## src/rtl/ex_mem_stage.sv

```systemverilog
// EX/MEM pipeline register with branch resolution, PC redirect and wrong-path squash.
// A small IDLE/SHADOW machine counts the younger capture slots to bubble after a taken branch.
module ex_mem_stage #(
    parameter int unsigned SHADOW_DEPTH = 2,
    parameter logic [31:0] RESET_VECTOR = 32'h0000_0000
) (
    input  logic        Clk,
    input  logic        Rst,
    input  logic        Stall,
    input  logic        Flush,
    input  logic        ValidIn,
    input  logic [31:0] ALUResult,
    input  logic        Zero,
    input  logic [31:0] WriteDataIn,
    input  logic [4:0]  RegDstIn,
    input  logic        RegWriteIn,
    input  logic        MemReadIn,
    input  logic        MemWriteIn,
    input  logic        MemToRegIn,
    input  logic [2:0]  BranchTypeIn,
    input  logic [31:0] BranchTargetIn,
    output logic        ValidOut,
    output logic [31:0] ALUResultOut,
    output logic [31:0] WriteDataOut,
    output logic [4:0]  RegDstOut,
    output logic        RegWriteOut,
    output logic        MemReadOut,
    output logic        MemWriteOut,
    output logic        MemToRegOut,
    output logic        Redirect,
    output logic [31:0] BranchTargetOut,
    output logic        FwdValid,
    output logic [4:0]  FwdReg,
    output logic [31:0] FwdData
);
    localparam logic [1:0] DEPTH = 2'(SHADOW_DEPTH);

    typedef enum logic {IDLE, SHADOW} state_e;

    state_e      state_q, state_d;
    logic [1:0]  cnt_q, cnt_d;
    logic        valid_q, valid_d;
    logic [31:0] alu_q, alu_d;
    logic [31:0] wd_q, wd_d;
    logic [4:0]  rd_q, rd_d;
    logic        rw_q, rw_d, mr_q, mr_d, mw_q, mw_d, mtr_q, mtr_d;
    logic        redirect_q, redirect_d;
    logic [31:0] target_q, target_d;

    logic squash, bubble, cond, take;

    always_comb begin
        unique case (BranchTypeIn)
            3'd1:    cond = Zero;
            3'd2:    cond = ~Zero;
            3'd3:    cond = ALUResult[31];
            3'd4:    cond = ~ALUResult[31];
            3'd5:    cond = ~Zero & ~ALUResult[31];
            3'd6:    cond = Zero | ALUResult[31];
            3'd7:    cond = 1'b1;
            default: cond = 1'b0;
        endcase
    end

    // Squashed slots never evaluate the branch, so a second taken branch cannot start inside the shadow.
    assign squash = (state_q == SHADOW);
    assign bubble = Flush | squash;
    assign take   = ValidIn & ~bubble & cond;

    always_comb begin
        state_d    = state_q;
        cnt_d      = cnt_q;
        valid_d    = valid_q;
        alu_d      = alu_q;
        wd_d       = wd_q;
        rd_d       = rd_q;
        rw_d       = rw_q;
        mr_d       = mr_q;
        mw_d       = mw_q;
        mtr_d      = mtr_q;
        target_d   = target_q;
        redirect_d = 1'b0;
        if (!Stall) begin
            valid_d    = ValidIn & ~bubble;
            alu_d      = ALUResult;
            wd_d       = WriteDataIn;
            rd_d       = RegDstIn;
            rw_d       = RegWriteIn & valid_d;
            mr_d       = MemReadIn  & valid_d;
            mw_d       = MemWriteIn & valid_d;
            mtr_d      = MemToRegIn & valid_d;
            redirect_d = take;
            if (take) target_d = BranchTargetIn;
            unique case (state_q)
                IDLE: if (take) begin
                    state_d = SHADOW;
                    cnt_d   = DEPTH;
                end
                SHADOW: begin
                    cnt_d = cnt_q - 2'd1;
                    if (cnt_q == 2'd1) state_d = IDLE;
                end
                default: state_d = IDLE;
            endcase
        end
    end

    always_ff @(posedge Clk or posedge Rst) begin
        if (Rst) begin
            state_q    <= IDLE;
            cnt_q      <= 2'd0;
            valid_q    <= 1'b0;
            alu_q      <= '0;
            wd_q       <= '0;
            rd_q       <= '0;
            rw_q       <= 1'b0;
            mr_q       <= 1'b0;
            mw_q       <= 1'b0;
            mtr_q      <= 1'b0;
            redirect_q <= 1'b0;
            target_q   <= RESET_VECTOR;
        end else begin
            state_q    <= state_d;
            cnt_q      <= cnt_d;
            valid_q    <= valid_d;
            alu_q      <= alu_d;
            wd_q       <= wd_d;
            rd_q       <= rd_d;
            rw_q       <= rw_d;
            mr_q       <= mr_d;
            mw_q       <= mw_d;
            mtr_q      <= mtr_d;
            redirect_q <= redirect_d;
            target_q   <= target_d;
        end
    end

    assign ValidOut        = valid_q;
    assign ALUResultOut    = alu_q;
    assign WriteDataOut    = wd_q;
    assign RegDstOut       = rd_q;
    assign RegWriteOut     = rw_q  & valid_q;
    assign MemReadOut      = mr_q  & valid_q;
    assign MemWriteOut     = mw_q  & valid_q;
    assign MemToRegOut     = mtr_q & valid_q;
    assign Redirect        = redirect_q;
    assign BranchTargetOut = target_q;
    assign FwdValid        = valid_q & rw_q & (rd_q != 5'd0);
    assign FwdReg          = rd_q;
    assign FwdData         = alu_q;
endmodule
```

## config.mk

```make
export PLATFORM = sky130hd
export DESIGN_NAME = ex_mem_stage
export DESIGN_NICKNAME = d
export VERILOG_FILES = /design/src/rtl/ex_mem_stage.sv
export SDC_FILE = /design/constraint.sdc
export NUM_CORES = 1
export LEC_CHECK = 0
export CAP_MARGIN = 20
export CORE_UTILIZATION = 40
export CTS_BUF_LIST = sky130_fd_sc_hd__clkbuf_8 sky130_fd_sc_hd__clkbuf_16
export DETAILED_ROUTE_END_ITERATION = 8
export PLACE_DENSITY = 0.83
export SLEW_MARGIN = 0
export SYNTH_ARGS = -nofsm -noshare
export SYNTH_HDL_FRONTEND = slang
export SYNTH_SLANG_ARGS = --single-unit
export TNS_END_PERCENT = 5
```

## constraint.sdc

```tcl
create_clock -name Clk -period 7.5 [get_ports Clk]
set_input_delay 1.5 -clock Clk [delete_from_list [all_inputs] [get_ports Clk]]
set_output_delay 1.5 -clock Clk [all_outputs]
set_load 0.05 [all_outputs]
```

==> summary.txt <==
Finish
  • Final Core Density: roughly two thirds
  • # diodes: 0
  • Layout cells sized above 1: between 20% and 30%
  • Area Growth Syn to Fin: 59.8%
  • Nets: between 600 and 700
  • Fill count: between 800 and 900

CTS
  • Longest Clk Path Bufs: 2
  • Clk slew on worst S/H paths: about 70 ps
  • Clk root buf: clkbuf_16
  • Clock latency on the worst-skew pair: 340 ps
  • PostCTS Resize Cnt: 0
  • CTS tree: built
  • CTS buffer count: 9
  • # clock sinks: 110
  • H-tree Lvls: 3
  • Setup Buffers After CTS: 0
  • CTS Hold Bufs: 0

Timing
  • Fin crit share: around half
  • Final-report hold violation count: 0
  • Worst-margin pin slew: between 900 and 1000 ps
  • Fin Clk Skew: roughly 7 ps
  • Minimum clock period: 3630 ps
  • RSZ-0062 raised after global routing: no
  • Final setup TNS: 0 ps
  • Max-slew violation count: 0
  • Worst slew margin: between 30% and 40%
  • FMAX: roughly 0.28 GHz
  • Setup-failing EPs final: 0

Worst hold path
  • Hold Path Class: reg2reg
  • Hold path depth: 1
  • Hold EP: WriteDataOut[23]$_DFFE_PP0N_
  • Hold Crit Start: WriteDataOut[23]$_DFFE_PP0N_

Job
  • Max-cap violations: 0

Global route
  • Vias in the first global route: about 3300
  • First-pass GRT wire length: ~17000 µm
  • Initial antenna violation count: 0
  • Largest net degree at the start of global routing: 78
  • Gr usage total: 18.6%
  • Global route overflow: 0

Power and ir drop
  • Worst IR Drop VDD: between 0.0002 and 0.0003 V
  • P_leak: approximately 0.0031 µW
  • Power Density: 331 mW/mm²

Logic synthesis
  • Synth top area cells: dfrtp_1, mux2_2, mux2_4, buf_4, a22o_1
  • Syn Nets: between 400 and 500
  • Post-synth top cells: dfrtp_1, mux2_2, buf_4, mux2_4, and2_1
  • Register area share after synthesis: 60.0%
  • Mapped Area: 0.00459 mm²
  • FF+latch count, synth: 110
  • Ys Warns: 0
  • Top-count cell post-synth: dfrtp_1
  • Library cells used by synthesis: 25
  • Area share of the largest cell type after synthesis: approximately 60%
  • Asr flop ratio synth: 100%
  • Ys flop type: dfrtp_1
  • Synth area leader: dfrtp_1
  • Post-Syn Instances: about 290
  • Number of synthesized flops with an enable pin: 0
  • Per-instance average area after synthesis: between 15 and 20 µm²

Worst setup path
  • WP depth: 3
  • FF-to-FF End: BranchTargetOut[24]$_DFFE_PP0P_
  • CP max stage delay: just under 700 ps
  • Worst reg-to-reg path cell count: 4
  • CP arrival: about 2100 ps
  • CP bufs+invs: 1
  • Critical Path Source Type: flop
  • CP required: around 6000 ps
  • Worst path slowest cell: clkdlybuf4s50_1
  • Crit Path Class: reg2out
  • Cell Chain, Critical Path: or4_1, o21a_1, clkdlybuf4s50_1
  • Worst-path fanout max: 4
  • CP Capture Type: output port
  • Worst flop-to-flop path startpoint: squash$_DFFE_PP0N_
  • Cell family with most CP delay: buffers and inverters
  • R2R setup slack: ~5600 ps

Detailed routing
  • Iteration-0 DRC Markers: between 60 and 70
  • WL final: between 10000 and 15000 µm
  • Vias per cell: 4.70
  • Via count: ~3100
  • Post-route DRC violation count: 0
  • Antenna viol nets, final: 0
  • Detailed Routing Iterations Pass 1: 4
  • Average wire per standard cell: approximately 17 µm

Place
  • I/O Buffers: between 200 and 300
  • HPWL after DPL: 8330 µm
  • GPL Wtd Cong: about 0.76

Die
  • Core area: ~0.011 mm²
  • Die width: around 110 µm
  • Std-Cell Rows: 38
  • Die height: between 100 and 150 µm
  • Ports: around 260
  • Die area: approximately 0.012 mm²
  • Initial Util: between 40% and 50%

Status
  • Outcome: finished, final reports clean
[worst max path at each step]
| stage | startpoint | to | slack [ps] |
|---|---|---|---|
| 2_1_floorplan | Rst | ALUResultOut[0]$_DFFE_PP0N_ | 3100 |
| 3_3_place_gp | Stall | BranchTargetOut[26]$_DFFE_PP0P_ | 3800 |
| 3_5_place_dp | Stall | BranchTargetOut[27]$_DFFE_PP0P_ | 3730 |
| 4_1_cts | FwdReg[1]$_DFFE_PP0N_ | FwdValid | 3850 |
| 5_1_grt | FwdReg[1]$_DFFE_PP0N_ | FwdValid | 3800 |
| 6_report | FwdReg[1]$_DFFE_PP0N_ | FwdValid | 3870 |
[flip-flops by register name, indices dropped and copies added (netlist names)]
name and count:
mw_q 1, FwdReg 5, mtr_q 1, rw_q 1, ValidOut 1, BranchTargetOut 32, WriteDataOut 32, Redirect 1
mr_q 1, squash 1, ALUResultOut 32, cnt_q 2
[kinds of logic after synthesis]
group | count (synthesis) | share of synthesized area [%]
flip-flops | 110 | 60.0
AO/OA/AOI/OAI | 12 | 2.29
multiplexers | 102 | 27.2
buffers and inverters | 52 | 7.88
adder cells (fa/ha/maj) | 1 | 0.273
AND/OR/NAND/NOR | 15 | 2.43
[cell usage in the layout, fill, tap and decap left out, types with 2 or more instances in the layout]
| master | Yosys | routed |
|---|---|---|
| clkdlybuf4s50_1 | 0 | 257 |
| dfrtp_1 | 110 | 110 |
| mux2_2 | 76 | 76 |
| mux2_4 | 26 | 26 |
| clkbuf_16 | 0 | 9 |
| and2_1 | 5 | 5 |
| inv_1 | 4 | 4 |
| a22o_1 | 4 | 4 |
| o21ai_0 | 3 | 3 |
| buf_4 | 37 | 3 |
| a21o_1 | 2 | 2 |
| nor2_1 | 2 | 2 |
| clkinv_2 | 0 | 2 |
| bufinv_16 | 0 | 2 |
[where the power goes]
part	switching, µW	internal, µW	leakage [µW]
Combinational	676	441	0.00168
Clock	206	291	0.000157
Sequential	87.7	729	0.00131
[metrics by stage]
stage	setup WS, ps	power [µW]	area [µm²]	hold slack [ps]	cells
after floorplan	3100	1560	4590	472	292
after global placement	3800	1930	7020	488	645
after detailed placement	3730	1950	7020	492	645
after CTS	3850	2460	7340	508	661
after global routing	3800	2520	7340	526	661
final	3870	2430	7340	505	661
[layer usage]
layer | GRT usage, % | routed length [µm] | up-vias | share of wire [%]
li1 | - | - | 1421 | -
met3 | 4.72 | 902 | 18 | 8.1
met1 | 20.3 | 4000 | 1521 | 36
met4 | 8.20 | 210 | 0 | 1.9
met5 | 0 | 0 | - | 0
met2 | 33.7 | 5990 | 146 | 54
[worst register-to-register path, cell delays in order, from the launching register on]
cell       delay [ps]
dfrtp_1           430
nor4b_4           430
o2111ai_4         170
buf_4             340
mux2_4            400
[area by class of cell]
cell class / instances / area [µm²] / share of cell area, %
repair buffers: 261 / 2600 / 35.4
inverters: 4 / 17.5 / 0.239
well taps: 140 / 175 / 2.39
clock inverters: 7 / 90.1 / 1.23
clock buffers: 9 / 225 / 3.07
multi-input cells: 130 / 1480 / 20.1
flip-flops and latches: 110 / 2750 / 37.5
Power figures use the tool's default switching activity.
==> RTL edit: new RTL, config.mk and constraints unchanged <==
`wd_q` no longer has a reset.
--- a/src/rtl/ex_mem_stage.sv
+++ b/src/rtl/ex_mem_stage.sv
@@ -111,7 +111,6 @@
             cnt_q      <= 2'd0;
             valid_q    <= 1'b0;
             alu_q      <= '0;
-            wd_q       <= '0;
             rd_q       <= '0;
             rw_q       <= 1'b0;
             mr_q       <= 1'b0;
@@ -124,7 +123,6 @@
             cnt_q      <= cnt_d;
             valid_q    <= valid_d;
             alu_q      <= alu_d;
-            wd_q       <= wd_d;
             rd_q       <= rd_d;
             rw_q       <= rw_d;
             mr_q       <= mr_d;
@@ -133,6 +131,10 @@
             redirect_q <= redirect_d;
             target_q   <= target_d;
         end
+    end
+
+    always_ff @(posedge Clk) begin
+        wd_q <= wd_d;
     end
 
     assign ValidOut        = valid_q;
Function: changed (a bounded check fails within 4 cycles, from zero or initial values and one cycle with Rst high).
==> RTL edit against the unedited design <==
Synthesized area is 4.5% lower; setup slack worse by 0.062 ns; cell area is 4.1% lower; register-to-register slack worse by 0.08 ns; final cell count is 5.3% lower; routed wire length is 1.4% higher; first-iteration DRC count is 41% higher; power is 7.2% lower; sequential cell count stayed put; critical path type unchanged; highest routed layer unchanged.
==> RTL edit: results (changes against the unedited design) <==
| Metric | Value |
|---|---|
| Most frequent cells after synthesis | dfrtp_1, mux2_2, buf_4 |
| Crit path time final | 3.692 ns (+0.06239 ns) |
| GRT Total Usage | 0.1997 (+0.01387) |
| Cell count of the worst reg-to-reg path | 4 (unchanged) |
| Synth top area share | 0.4455 (-0.1543) |
| HP Start | mtr_q |
| Reg power frac | 0.369 (+0.033) |
| Logic pwr share | 0.475 (+0.016) |
| Post-Route WL | 11.26 mm (+1.4%) |
| Outcome | finished clean |
| Layout Nets | 600 (-4.9%) |
| Hold slack | 0.5171 ns (+0.01172 ns) |
| Vias in the first global route | 3080 (-6.9%) |
| Maximum VDD drop | 0.0002608 V (+1.5%) |
| CP Launch Point | FwdReg[0] |
| Sequential cell area fraction in the yosys report | 0.6648 (+0.06498) |
| Detailed placement HPWL | 8.688 mm (+4.3%) |
| Post-synth EDFFs | 32 (+32) |
| Vias per cell | 4.605 (-2.0%) |
| Pre-CTS WS | 3.633 ns (-0.1001 ns) |
| Leakage | 2.914 nW (-7.4%) |
| Syn Nets | 373 (-8.4%) |
| Dpl cells | 609 (-5.6%) |
| Num CTS Buffers | 9 (unchanged) |
| Vias | 2883 (-7.2%) |
| Switching share of power | 0.4089 (+0.009818) |
| Ranking of synthesized cells by area | dfrtp_1, edfxtp_1, mux2_2 |
| RR Endpoint | BranchTargetOut[4] |
| P_clk | 0.351 mW (-29%) |
| GPL Wtd Cong | 0.7645 (+0.21%) |
| Setup Skew | 0.006911 ns (+0.00004877 ns) |
| First-pass GRT wire length | 16.91 mm (+1.4%) |
| Post-synth ARST share | 0.7091 (-0.2909) |
| Global routing usage on met2 | 0.3581 (+0.02114) |
| Setup slack, reg-to-reg | 5.54 ns (-0.08 ns) |
| Drt initial violations | 89 (+41%) |
| Met3 Wirelength | 940 um (+4.2%) |
| Largest net degree at the start of global routing | 79 (+1.3%) |
| Reg clk slew, reported paths | 0.10 ns (+0.03 ns) |
| GR Layer Usage met1 | 0.2260 (+0.02264) |
| WL met1 | 4.173 mm (+4.3%) |
| Synth Instances | 258 (-12%) |
| Worst Hold Path EP | mtr_q |
| Placed Instance Area | 6808 um^2 (-3.0%) |
| Root Driver | clkbuf_8 |
| Netlist cell types | 24 (-4.0%) |
| Ratio of cells with drive above 1 in the final layout | 0.1857 (-0.05229) |
| Layout fillers | 787 (-5.5%) |
| Worst-case clock buffer depth | 2 (unchanged) |
| Slew headroom | 0.3071 (-0.06646) |
| M3 GR Usage | 0.05532 (+0.008099) |
| WL met2 | 5.954 mm (-0.60%) |
## RTL edit: cell count changes in the layout (fill, tap and decap cells not counted), moves of 9 or more
cell       unedited run  this run
mux2_2               76        44
edfxtp_1              0        32
clkbuf_8              0        10
clkbuf_16             9         0
dfrtp_1             110        78
## RTL edit: logic make-up after synthesis
kind of cell / after synthesis / share of synthesized area
AO/OA/AOI/OAI: 12 / 0.02399
adder cells (fa/ha/maj): 1 / 0.002855
buffers and inverters: 50 / 0.08138
flip-flops: 110 / 0.6648
multiplexers: 70 / 0.2022
AND/OR/NAND/NOR: 15 / 0.02485
## RTL edit: layout make-up
class	instances	area, um^2	area share
Clock inverter	6	61.31	0.008716
Multi-Input combinational cell	98	1112	0.1581
Clock buffer	10	137.6	0.01957
Inverter	5	20.02	0.002846
Timing Repair Buffer	261	2620	0.3725
Tap cell	136	170.2	0.02419
Sequential cell	110	2913	0.4141
